File: src/rtl/cpu_mon_pkg.sv
// Shared types and constants for the pipeline commit monitor.
// State encoding, default halt sentinel, trace-entry layout and drop-counter width.
package cpu_mon_pkg;

  localparam int MON_DATA_W = 32;
  localparam int MON_REG_AW = 5;
  localparam int DROP_W     = 16;

  localparam logic [MON_DATA_W-1:0] HALT_INSTR_DEFAULT = 32'h0000000C;

  typedef enum logic [1:0] {
    ST_IDLE  = 2'd0,
    ST_RUN   = 2'd1,
    ST_DRAIN = 2'd2,
    ST_DONE  = 2'd3
  } mon_state_e;

  typedef struct packed {
    logic [MON_DATA_W-1:0] pc;
    logic [MON_DATA_W-1:0] instr;
    logic [MON_REG_AW-1:0] reg_num;
    logic [MON_DATA_W-1:0] data;
  } trace_entry_t;

endpackage

File: src/rtl/mon_sync_fifo.sv
// Synchronous FIFO holding retirement trace entries.
// Extra pointer bit separates full from empty; a push while full is taken only
// when a pop frees the head slot in the same cycle. Storage is not reset.
module mon_sync_fifo #(
  parameter int WIDTH = 8,
  parameter int DEPTH = 16
) (
  input  logic             clock,
  input  logic             reset,
  input  logic             push,
  input  logic [WIDTH-1:0] wdata,
  input  logic             pop,
  output logic [WIDTH-1:0] rdata,
  output logic             full,
  output logic             empty
);

  localparam int AW = $clog2(DEPTH);

  logic [WIDTH-1:0] mem [DEPTH];
  logic [AW:0]      wr_ptr;
  logic [AW:0]      rd_ptr;
  logic             do_push;
  logic             do_pop;

  assign empty   = (wr_ptr == rd_ptr);
  assign full    = (wr_ptr[AW] != rd_ptr[AW]) && (wr_ptr[AW-1:0] == rd_ptr[AW-1:0]);
  assign do_pop  = pop && !empty;
  assign do_push = push && (!full || do_pop);
  assign rdata   = mem[rd_ptr[AW-1:0]];

  // Pointer advance on accepted push/pop; wraps naturally modulo 2*DEPTH
  always_ff @(posedge clock) begin
    if (reset) begin
      wr_ptr <= '0;
      rd_ptr <= '0;
    end else begin
      if (do_push) wr_ptr <= wr_ptr + 1'b1;
      if (do_pop)  rd_ptr <= rd_ptr + 1'b1;
    end
  end

  // Entry storage; written slot becomes visible at the head one cycle later
  always_ff @(posedge clock) begin
    if (do_push) mem[wr_ptr[AW-1:0]] <= wdata;
  end

endmodule

File: src/rtl/pipeline_commit_monitor.sv
// Retirement monitor for the pipelined MIPS core: taps WB, counts cycles and
// retirements, buffers GPR writes in a trace FIFO and detects halt from the
// syscall sentinel or a branch-to-self loop.
// Build option: define TRACE_ALL_EN to trace every retirement (non-writing or
// $0-writing entries carry reg_num=0, data=0); default traces only GPR writes
// to nonzero registers.
module pipeline_commit_monitor
  import cpu_mon_pkg::*;
#(
  parameter int                DATA_W      = MON_DATA_W,
  parameter int                REG_AW      = MON_REG_AW,
  parameter int                FIFO_DEPTH  = 16,
  parameter int                HALT_REPEAT = 4,
  parameter logic [DATA_W-1:0] HALT_INSTR  = HALT_INSTR_DEFAULT
) (
  input  logic              clock,
  input  logic              reset,
  input  logic              enable,
  input  logic              wb_valid,
  input  logic [DATA_W-1:0] wb_pc,
  input  logic [DATA_W-1:0] wb_instr,
  input  logic              wb_reg_write,
  input  logic [REG_AW-1:0] wb_reg_num,
  input  logic [DATA_W-1:0] wb_reg_data,
  output logic              trace_valid,
  input  logic              trace_ready,
  output logic [DATA_W-1:0] trace_pc,
  output logic [DATA_W-1:0] trace_instr,
  output logic [REG_AW-1:0] trace_reg_num,
  output logic [DATA_W-1:0] trace_data,
  output logic [31:0]       cycle_count,
  output logic [31:0]       retire_count,
  output logic [DROP_W-1:0] drop_count,
  output logic              halted,
  output logic [1:0]        state
);

  localparam int RPT_W = $clog2(HALT_REPEAT + 1);

  mon_state_e       state_q;
  mon_state_e       state_d;

  logic             in_run;
  logic             run_retire;
  logic             push_req;
  logic             pop;
  logic             fifo_full;
  logic             fifo_empty;
  trace_entry_t     push_entry;
  trace_entry_t     head_entry;

  logic             rpt_have;
  logic [DATA_W-1:0] rpt_pc;
  logic [RPT_W-1:0] rpt_cnt;
  logic [RPT_W-1:0] rpt_next;
  logic             halt_hit;

  assign in_run     = (state_q == ST_RUN);
  assign run_retire = in_run && wb_valid;
  assign pop        = trace_valid && trace_ready;

`ifdef TRACE_ALL_EN
  logic gpr_write;
  assign gpr_write          = wb_reg_write && (wb_reg_num != '0);
  assign push_req           = run_retire;
  assign push_entry.pc      = wb_pc;
  assign push_entry.instr   = wb_instr;
  assign push_entry.reg_num = gpr_write ? wb_reg_num  : '0;
  assign push_entry.data    = gpr_write ? wb_reg_data : '0;
`else
  assign push_req           = run_retire && wb_reg_write && (wb_reg_num != '0);
  assign push_entry.pc      = wb_pc;
  assign push_entry.instr   = wb_instr;
  assign push_entry.reg_num = wb_reg_num;
  assign push_entry.data    = wb_reg_data;
`endif

  mon_sync_fifo #(
    .WIDTH ($bits(trace_entry_t)),
    .DEPTH (FIFO_DEPTH)
  ) u_fifo (
    .clock (clock),
    .reset (reset),
    .push  (push_req),
    .wdata (push_entry),
    .pop   (pop),
    .rdata (head_entry),
    .full  (fifo_full),
    .empty (fifo_empty)
  );

  assign trace_valid   = !fifo_empty;
  assign trace_pc      = head_entry.pc;
  assign trace_instr   = head_entry.instr;
  assign trace_reg_num = head_entry.reg_num;
  assign trace_data    = head_entry.data;

  // Length of the current same-PC retirement run, including this retirement;
  // saturates at HALT_REPEAT so it never wraps during long bubbles of repeats
  always_comb begin
    rpt_next = RPT_W'(1);
    if (rpt_have && (wb_pc == rpt_pc)) begin
      rpt_next = (rpt_cnt == RPT_W'(HALT_REPEAT)) ? rpt_cnt : rpt_cnt + 1'b1;
    end
  end

  assign halt_hit = run_retire &&
                    ((wb_instr == HALT_INSTR) || (rpt_next == RPT_W'(HALT_REPEAT)));

  // Repeat-run control: only valid retirements in RUN update the run
  always_ff @(posedge clock) begin
    if (reset) begin
      rpt_have <= 1'b0;
      rpt_cnt  <= '0;
    end else if (run_retire) begin
      rpt_have <= 1'b1;
      rpt_cnt  <= rpt_next;
    end
  end

  // Last retired PC; qualified by rpt_have so it needs no reset
  always_ff @(posedge clock) begin
    if (run_retire) rpt_pc <= wb_pc;
  end

  // State register
  always_ff @(posedge clock) begin
    if (reset) state_q <= ST_IDLE;
    else       state_q <= state_d;
  end

  // Next-state logic: IDLE waits for enable, RUN until halt, DRAIN until empty
  always_comb begin
    state_d = state_q;
    case (state_q)
      ST_IDLE:  if (enable)     state_d = ST_RUN;
      ST_RUN:   if (halt_hit)   state_d = ST_DRAIN;
      ST_DRAIN: if (fifo_empty) state_d = ST_DONE;
      ST_DONE:  state_d = ST_DONE;
      default:  state_d = ST_IDLE;
    endcase
  end

  // Cycle/retirement/drop counters; all frozen outside RUN
  always_ff @(posedge clock) begin
    if (reset) begin
      cycle_count  <= '0;
      retire_count <= '0;
      drop_count   <= '0;
    end else if (in_run) begin
      cycle_count <= cycle_count + 1'b1;
      if (wb_valid) retire_count <= retire_count + 1'b1;
      if (push_req && fifo_full && !pop && (drop_count != '1)) begin
        drop_count <= drop_count + 1'b1;
      end
    end
  end

  assign halted = (state_q == ST_DONE);
  assign state  = state_q;

endmodule

File: config.mk
export PLATFORM = sky130hd
export DESIGN_NAME = pipeline_commit_monitor
export DESIGN_NICKNAME = d
export VERILOG_FILES = /design/src/rtl/cpu_mon_pkg.sv /design/src/rtl/mon_sync_fifo.sv /design/src/rtl/pipeline_commit_monitor.sv
export SDC_FILE = /design/constraint.sdc
export NUM_CORES = 1
export LEC_CHECK = 0
export ABC_AREA = 0
export CAP_MARGIN = 20
export CORE_MARGIN = 2
export CORE_UTILIZATION = 39
export DETAILED_ROUTE_END_ITERATION = 10
export MAX_ROUTING_LAYER = met4
export PLACE_DENSITY_LB_ADDON = 0.25
export SYNTH_ARGS = -nofsm -noshare
export SYNTH_HDL_FRONTEND = slang
export SYNTH_SLANG_ARGS = --single-unit
File: constraint.sdc
create_clock -name clock -period 33.6 [get_ports clock]
set_clock_uncertainty 0.15 [all_clocks]
set_input_delay 8.4 -clock clock [delete_from_list [all_inputs] [get_ports clock]]
set_output_delay 8.4 -clock clock [all_outputs]
set_load 0.01 [all_outputs]
# Word-level counts from Yosys, hierarchy flattened
# Memories as Yosys holds them, arrays and structs flattened. A register that Yosys moved wholly into a read port is not among the register bits.
# Cells that the tools add are included.
dict set report word_totals {
  input_bits 107
  wordCells 62
  out_inout_bits 185
  ff_bits 128
  ramBits 1616
  n_memories 1
}
# name depth word_bits read_ports rd_ports_with_merged_regs write_ports line
set memory_table {}
lappend memory_table {u_fifo.mem 16 101 1 1 1 mon_sync_fifo.sv:20} ;# logic [WIDTH-1:0] mem [DEPTH];
dict set report op_classes {
  n_reduce_logical 22
  n_eq_ne 14
  mux 10
  n_addsub 6
}
# cell n
set ops {}
lappend ops {{$add A32 B1 Y32 const B} 2}
lappend ops {{$eq A32 B32 Y1} 1}
lappend ops {{$eq A32 B4 Y1 const B} 1}
lappend ops {{$add A16 B1 Y16 const B} 1}
lappend ops {{$ne A16 B16 Y1 const B} 1}
lappend ops {{$logic_and A1 B1 Y1} 12}
lappend ops {{$add A5 B1 Y5 const B} 2}
lappend ops {{$mux W4} 2}
lappend ops {{$pmux W2 S4} 1}
lappend ops {{$eq A3 B3 Y1 const B} 2}
lappend ops {{$mux W2} 3}
lappend ops {{$mux W3} 2}
lappend ops {{$eq A5 B5 Y1} 1}
lappend ops {{$reduce_bool A5 Y1} 1}
lappend ops {{$eq A2 B2 Y1 const B} 2}
lappend ops {{$eq A4 B4 Y1} 1}
lappend ops {{$ne A2 B1 Y1 const B} 2}
lappend ops {{$reduce_and A2 Y1} 2}
lappend ops {{$add A3 B1 Y3 const B} 1}
lappend ops {{$logic_not A1 Y1} 3}
lappend ops {{$reduce_and A3 Y1} 1}
lappend ops {{$eq A2 B1 Y1 const B} 1}
lappend ops {{$logic_not A2 Y1} 1}
lappend ops {{$logic_or A1 B1 Y1} 2}
lappend ops {{other kinds (3)} 4}

# Depth between registers and ports, before layout
# Gate-level depths: netlist of run 1.
dict set report logic_depth {
  depth_word 8
  ltp_mapped 9
  depth_no_buf 6
}

# Modules after synthesis
# A second synthesis of run 1 with hierarchy kept.
dict set report hier_totals {
  cells_unflattened 2902
  hier_area_um2 66956.7
}
# mod cells_each n_inst area_each_um2 seq_area_each_um2
set modules_own_cells {}
lappend modules_own_cells {mon_sync_fifo 2319 1 61398.9 48806.8}
lappend modules_own_cells {pipeline_commit_monitor 583 1 5557.8 2682.6}

# Least setup slack after synthesis of run 1
# No wires, ideal clock.
dict set report synth_timing {
  kind {input port to flip-flop}
  start {input wb_valid}
  end {memory u_fifo.mem[15][0] in the netlist's numbering, enable pin}
  setup_slack_ns 7.715
  setup_ns 1.105
  n_path_buf 1
  stages 4
  required_ns 32.345
  arrival_ns 24.631
  path_cell_list {and3b_1 -> buf_4 -> o211ai_4 -> a2111oi_0}
}
dict set report synth_between {
  elab_chain_cells 6
}
# element line
set synth_lines {}
lappend synth_lines {{from (decl)} pipeline_commit_monitor.sv:19} ;# input logic wb_valid,
lappend synth_lines {{$logic_and A1 B1 Y1} pipeline_commit_monitor.sv:59} ;# assign run_retire = in_run && wb_valid;
lappend synth_lines {{$logic_and A1 B1 Y1 (2 in series)} pipeline_commit_monitor.sv:71} ;# assign push_req = run_retire && wb_reg_write && (wb_reg_num != '0);
lappend synth_lines {{$logic_and A1 B1 Y1} mon_sync_fifo.sv:29} ;# assign do_push = push && (!full || do_pop);
lappend synth_lines {{$mux W1} mon_sync_fifo.sv:45} ;# if (do_push) mem[wr_ptr[AW-1:0]] <= wdata;
lappend synth_lines {{$mux W1 (implied by the code)} mon_sync_fifo.sv:45}
lappend synth_lines {{to (decl)} mon_sync_fifo.sv:20}
# Every way passes these cells.

==> results.md, run 1 <==
- Post-CTS Repair Setup Buffers: 0
- Remaining antenna violation count: 0
- Count of input and output buffers: 291
- Area of all placed cells without fillers: 78100 um2
- Number of buffers on the longest clock path: 3
- Upper clock frequency limit: 64.9 MHz
- Distinct cell type count after synthesis: 51
- Count of nets after finishing: 3397
- CTS tree: yes
- Antenna violations before repair: 19
- Ratio of total power to cell area: 59.9 nW/um2
- Minimum clock period after layout: 15400 ps
- Minimum setup slack after placement: 18440 ps
- EDFF count, synth: 1648
- Worst-Margin Slew: 1100 ps
- Post-route fraction of the period consumed by the critical path: 45.8%
- Congestion Overflow GR: 0
- Final core utilization: 46.1%
- Largest cells by area after synthesis: edfxtp_1 (74%), mux4_2 (17%), dfxtp_1 (3.0%)
- Final Setup Violations: 0
- Outcome: completed
- Final slew viol count: 0
- Async SR Flop Fraction: 0%
- Floorplan die width: 417 um
- Number of max-cap violations: 0
- GR Util All Layers: 18.8%
- Clock insertion delay at the later pin of the skew report: 790 ps
- Die height: 417 um
- Data required time of the worst path: 25050 ps
- Placed cell areas: 72200 um2
- Quantity of hold-fixing buffers added after cts: 0
- Wire length reported by the detailed router: 159000 um
- Signed area change from the synthesized netlist to the final layout: 17.5%
- Leakage Power: 23.3 nW
- Final sum of negative setup slack: 0 ps
- Post-synth design cell area: 66500 um2
- Starting density of the core: 39.2%
- Data arrival time of the worst path: 6850 ps
- Site row count: 151
- Area of the core region: 169000 um2
- Most instantiated cells after synthesis: edfxtp_1 (1648), mux4_2 (505), dfxtp_1 (100), clkbuf_1 (92), nor2_1 (68)
- I/O pin cnt: 292
- Clock Sink Count: 1748
- CTS buffer count: 181
- Global-route wire length before repair: 229000 um
- Final hold violations: 0
- Clock slew at the register clock pins of the worst setup and hold paths: 60 ps
- Floorplan die area: 174000 um2
- Max IR drop VDD: 45.6 uV
- Mean post-synth cell area: 23.0 um2
- HPWL Detailed: 80400 um
- Routed wirelength normalized by instance count: 28.2 um
- Worst slew margin relative to its limit: 26.6%
- Layout cell share with drive strength beyond 1: 24.4%
- DRC viols: 0
- CTS resizes: 0
- Overall power of the completed layout: 4.68 mW
- Startpoint kind of the worst setup timing path: register
- Flip-flop and latch count after synthesis: 1748
- Detailed-routing iteration count for the pre-antenna-repair pass: 5
- Final weighted congestion in routability-driven placement: 0.729
- Buffer cell driving the clock tree root: clkbuf_16
- Top_reg_cell synth: edfxtp_1
- Largest fanout on the critical path: 48
- Share of the synthesized area in the top cell type: 74.4%
- CP Capture Type: output pin
- Post-DR vias/cell: 5.47
- Number of global-route vias before repair: 32107
- Yosys warning total: 0
- Sequential fraction of the synthesis area: 77.4%
- Initial drt markers: 2821
- Number of vias in the routed layout: 30977
- Post-synthesis cell type with the largest combined area: edfxtp_1
- Net count after synthesis: 3008
- Startpoint-to-endpoint class of the critical path: register to output pin
- H-tree depth: 4
- Dominant cell by count in the synthesized netlist: edfxtp_1
- Post-synthesis instance total: 2891
- Worst hold-check path type: register to register
- Final setup slack of the worst path: 18200 ps
- Unrepaired setup endpoints after global routing: false
- Largest net degree at the start of global routing: 154
-- worst paths after layout --
path         cells after the start  slack (ps)            endpoint  startpoint
max                              7       18200      trace_instr[6]    register
max reg2reg                      6       29000  u_fifo.mem[11][19]    state[0]
min                              2         330            rpt_have    rpt_have
min reg2reg                      2         330            rpt_have    rpt_have
-- critical path, stage by stage (launching register included) --
cell and delay, ps:
dfxtp_4 920, buf_4 900, buf_4 890, buf_4 810
buf_4 750, mux4_2 590, mux4_2 470, clkdlybuf4s50_1 580
-- state kept, by name (all words and copies together), names as in the netlist, named ones only --
| name | count |
|---|---|
| cycle_count | 32 |
| drop_count | 16 |
| retire_count | 32 |
| rpt_cnt | 3 |
| rpt_have | 1 |
| rpt_pc | 32 |
| state | 2 |
| u_fifo.mem | 1616 |
| u_fifo.rd_ptr | 5 |
| u_fifo.wr_ptr | 5 |
-- layout make-up --
type / count / area [um2]
fillers: 13924 / 91400
flip-flops and latches: 1748 / 51500
multi-input cells: 977 / 14500
clock buffers: 235 / 4840
repair buffers: 350 / 3430
well taps: 2218 / 2780
clock inverters: 95 / 998
inverters: 22 / 82.6
diodes: 15 / 37.5
-- where the power goes --
part           total [mW]  internal [mW]  switching [mW]
combinational       0.302          0.159           0.143
clock                1.98           1.15           0.824
sequential           2.40           2.39         0.00995
total                4.68           3.71           0.977
-- cells by family after synthesis --
family	share of synthesized area, %
buffers and inverters	0.952
AOI/OAI and AO/OA	0.835
xor gates and xnor gates	1.09
and+or+nand+nor	2.30
muxes	17.2
DFF	77.4
adders and majority gates	0.188
-- stage by stage --
step	std cells	hold WS, ps
after floorplan	2891	290
after global placement	5312	310
after detailed placement	5312	319
after CTS	5642	335
after global routing	5658	366
final	5660	331
-- placed cells by master (no fill, tap or decap), types with 10 or more instances in the layout --
master           count
edfxtp_1          1648
mux4_2             505
clkdlybuf4s50_1    290
clkbuf_16          186
dfxtp_1             96
nor2_1              68
buf_4               55
clkbuf_1            49
xor2_1              42
xnor2_1             41
a21oi_1             37
clkinv_1            35
nor4_1              32
or3_1               30
nand2_1             27
o21ai_0             27
nand3_1             26
nand4_1             24
inv_1               22
clkinv_2            22
bufinv_16           18
diode_2             15
nor3_1              14
or4_1               13
and3_4              12
ha_1                10
-- metal layers --
metal	global-route usage, %	up-vias	part of all wire, %
met2	30.2	882	50
met5	-	-	0
met1	24.5	16729	42
met4	5.28	0	2.3
met3	3.86	243	5.8
li1	-	13123	-
No activity file was read; power rests on OpenSTA's default activity.
==> run 2, diff against run 1 <==
==> constraint.sdc (replaced) <==
create_clock -name clock -period 13.6 [get_ports clock]
set_clock_uncertainty 0.15 [all_clocks]
set_input_delay 3.4 -clock clock [delete_from_list [all_inputs] [get_ports clock]]
set_output_delay 3.4 -clock clock [all_outputs]
set_load 0.01 [all_outputs]
==> run 2 against run 1 <==
Compared with the run above:
- via count about the same
- global-route usage shrank 0.55 points
- first-iteration DRC count shrank 3.1%
- combinational power rose to 2.5 times the previous value
- critical endpoint is now trace_data[29]
- die area is the same
- power rose by 140%
- core utilization shrank 0.084 points
- clock power is 140% higher
- wire length decreased by 3.4%
- sequential cell count unchanged
==> results.md, run 2 (same netlist as run 1, synthesis figures left out) <==
- Leakage Power: 23.2 nW (was 23.3 nW)
- Most frequent standard cell in the layout excluding fill and tap cells: edfxtp_1 (unchanged)
- I/O pin cnt: 292 (unchanged)
- Congestion Overflow GR: 0 (unchanged)
- Wire length reported by the detailed router: 154000 um (was 159000 um)
- DRC viols: 0 (unchanged)
- CTS buffer count: 179 (was 181)
- Number of max-cap violations: 0 (unchanged)
- Count of input and output buffers: 291 (unchanged)
- CP Capture Type: output pin (unchanged)
- Buffer cell driving the clock tree root: clkbuf_16 (unchanged)
- GR Util All Layers: 18.3% (was 18.8%)
- Initial drt markers: 2734 (was 2821)
- Ratio of total power to cell area: 147 nW/um2 (was 59.9 nW/um2)
- Signed area change from the synthesized netlist to the final layout: 17.3% (was 17.5%)
- CTS tree: yes (unchanged)
- Die height: 417 um (unchanged)
- Clock slew at the register clock pins of the worst setup and hold paths: 60 ps (about the same)
- Final standard cell count with taps included and fillers excluded: 5659 (was 5660)
- Post-route fraction of the period consumed by the critical path: 62.4%
- Quantity of hold-fixing buffers added after cts: 0 (unchanged)
- Outcome: completed (unchanged)
- Upper clock frequency limit: 118 MHz
- Placed cell areas: 72200 um2 (about the same)
- Site row count: 151 (unchanged)
- Area of all placed cells without fillers: 78000 um2 (was 78100 um2)
- H-tree depth: 4 (unchanged)
- Remaining antenna violation count: 0 (unchanged)
- Floorplan die area: 174000 um2 (unchanged)
- Area of the core region: 169000 um2 (unchanged)
- Worst hold-check path type: register to register (unchanged)
- Global-route wire length before repair: 224000 um (was 229000 um)
- Worst-Margin Slew: 1090 ps (was 1100 ps)
- Count of nets after finishing: 3394 (was 3397)
- Max IR drop VDD: 131 uV (was 45.6 uV)
- Final hold violations: 0 (unchanged)
- Detailed-routing iteration count for the pre-antenna-repair pass: 5 (unchanged)
- Antenna violations before repair: 23 (was 19)
- Most used cells in the layout excluding fill and tap cells: edfxtp_1 (1648), mux4_2 (505), clkdlybuf4s50_1 (290) (unchanged)
- Final Setup Violations: 0 (unchanged)
- Minimum clock period after layout: 8490 ps
- Post-DR vias/cell: 5.47 (about the same)
- Number of global-route vias before repair: 31667 (was 32107)
- Largest net degree at the start of global routing: 136 (was 154)
- Filler cell count in the final layout: 13926 (was 13924)
- Routed wirelength normalized by instance count: 27.2 um (was 28.2 um)
- Clock insertion delay at the later pin of the skew report: 810 ps (was 790 ps)
- HPWL Detailed: 80900 um (was 80400 um)
- CTS resizes: 0 (unchanged)
- Unrepaired setup endpoints after global routing: false (unchanged)
- # placed instances: 5313 (was 5312)
- Data required time of the worst path: 10050 ps (was 25050 ps)
- Clock Sink Count: 1748 (unchanged)
- Startpoint-to-endpoint class of the critical path: register to output pin (unchanged)
- Starting density of the core: 39.2% (unchanged)
- Final slew viol count: 0 (unchanged)
- Number of buffers on the longest clock path: 3 (unchanged)
- Data arrival time of the worst path: 4940 ps (was 6850 ps)
- Worst slew margin relative to its limit: 27.5% (was 26.6%)
- Floorplan die width: 417 um (unchanged)
- Final weighted congestion in routability-driven placement: 0.742 (was 0.729)
- Number of vias in the routed layout: 30982 (was 30977)
- Post-CTS Repair Setup Buffers: 0 (unchanged)
- Largest register FFs: 1616 (unchanged)
- Startpoint kind of the worst setup timing path: register (unchanged)
- Layout cell share with drive strength beyond 1: 24.4% (unchanged)
- Largest fanout on the critical path: 86 (was 48)
- Final sum of negative setup slack: 0 ps (unchanged)
-- run 2: path summary, 6_finish.rpt --
kind                            cells after the start  slack [ps]      from                end
worst min register to register                      2         330  rpt_have           rpt_have
worst max-delay path                                5        5110  register     trace_data[29]
worst max register to register                      6        9280  state[1]  u_fifo.mem[7][57]
worst min-delay path                                2         330  rpt_have           rpt_have
-- run 2: metal layers --
metal	share of wire (%)	global-route usage, %	vias to the layer above
li1	-	-	13114
met1	44	25.4	16807
met2	49	28.3	857
met3	4.9	3.13	204
met4	1.9	4.50	0
met5	0	-	-
-- run 2: layout make-up --
class | instances | area [um2] | area share (%)
clock inverters | 104 | 890 | 1.14
multi-input cells | 977 | 14500 | 18.5
inverters | 22 | 82.6 | 0.106
well taps | 2218 | 2780 | 3.56
repair buffers | 349 | 3410 | 4.37
flip-flops and latches | 1748 | 51500 | 66.1
diodes | 14 | 35.0 | 0.0449
clock buffers | 227 | 4820 | 6.18
-- run 2: metrics by stage --
stage          util (%)  total power [mW]  hold slack, ps  setup slack, ps
3_3_place_gp       42.6              6.83             305             5200
2_1_floorplan         -              6.50             290             2900
3_5_place_dp       42.6              6.84             317             5130
6_report           46.0              11.5             325             5110
4_1_cts            46.0              11.6             330             4870
5_1_grt            46.0              11.8             369             4680
-- run 2: where the power goes --
group	total (mW)	internal (mW)	switching [mW]	leakage, nW
Sequential	5.94	5.91	0.0230	15.7
Combinational	0.765	0.394	0.371	4.79
Clock	4.76	2.75	2.01	2.77
Total	11.5	9.06	2.40	23.2
-- run 2: worst max-delay path, cell delays in order (launching register included) --
cell	delay, ps
dfxtp_4	910
buf_4	780
buf_12	590
mux4_2	590
mux4_2	530
clkdlybuf4s50_1	500
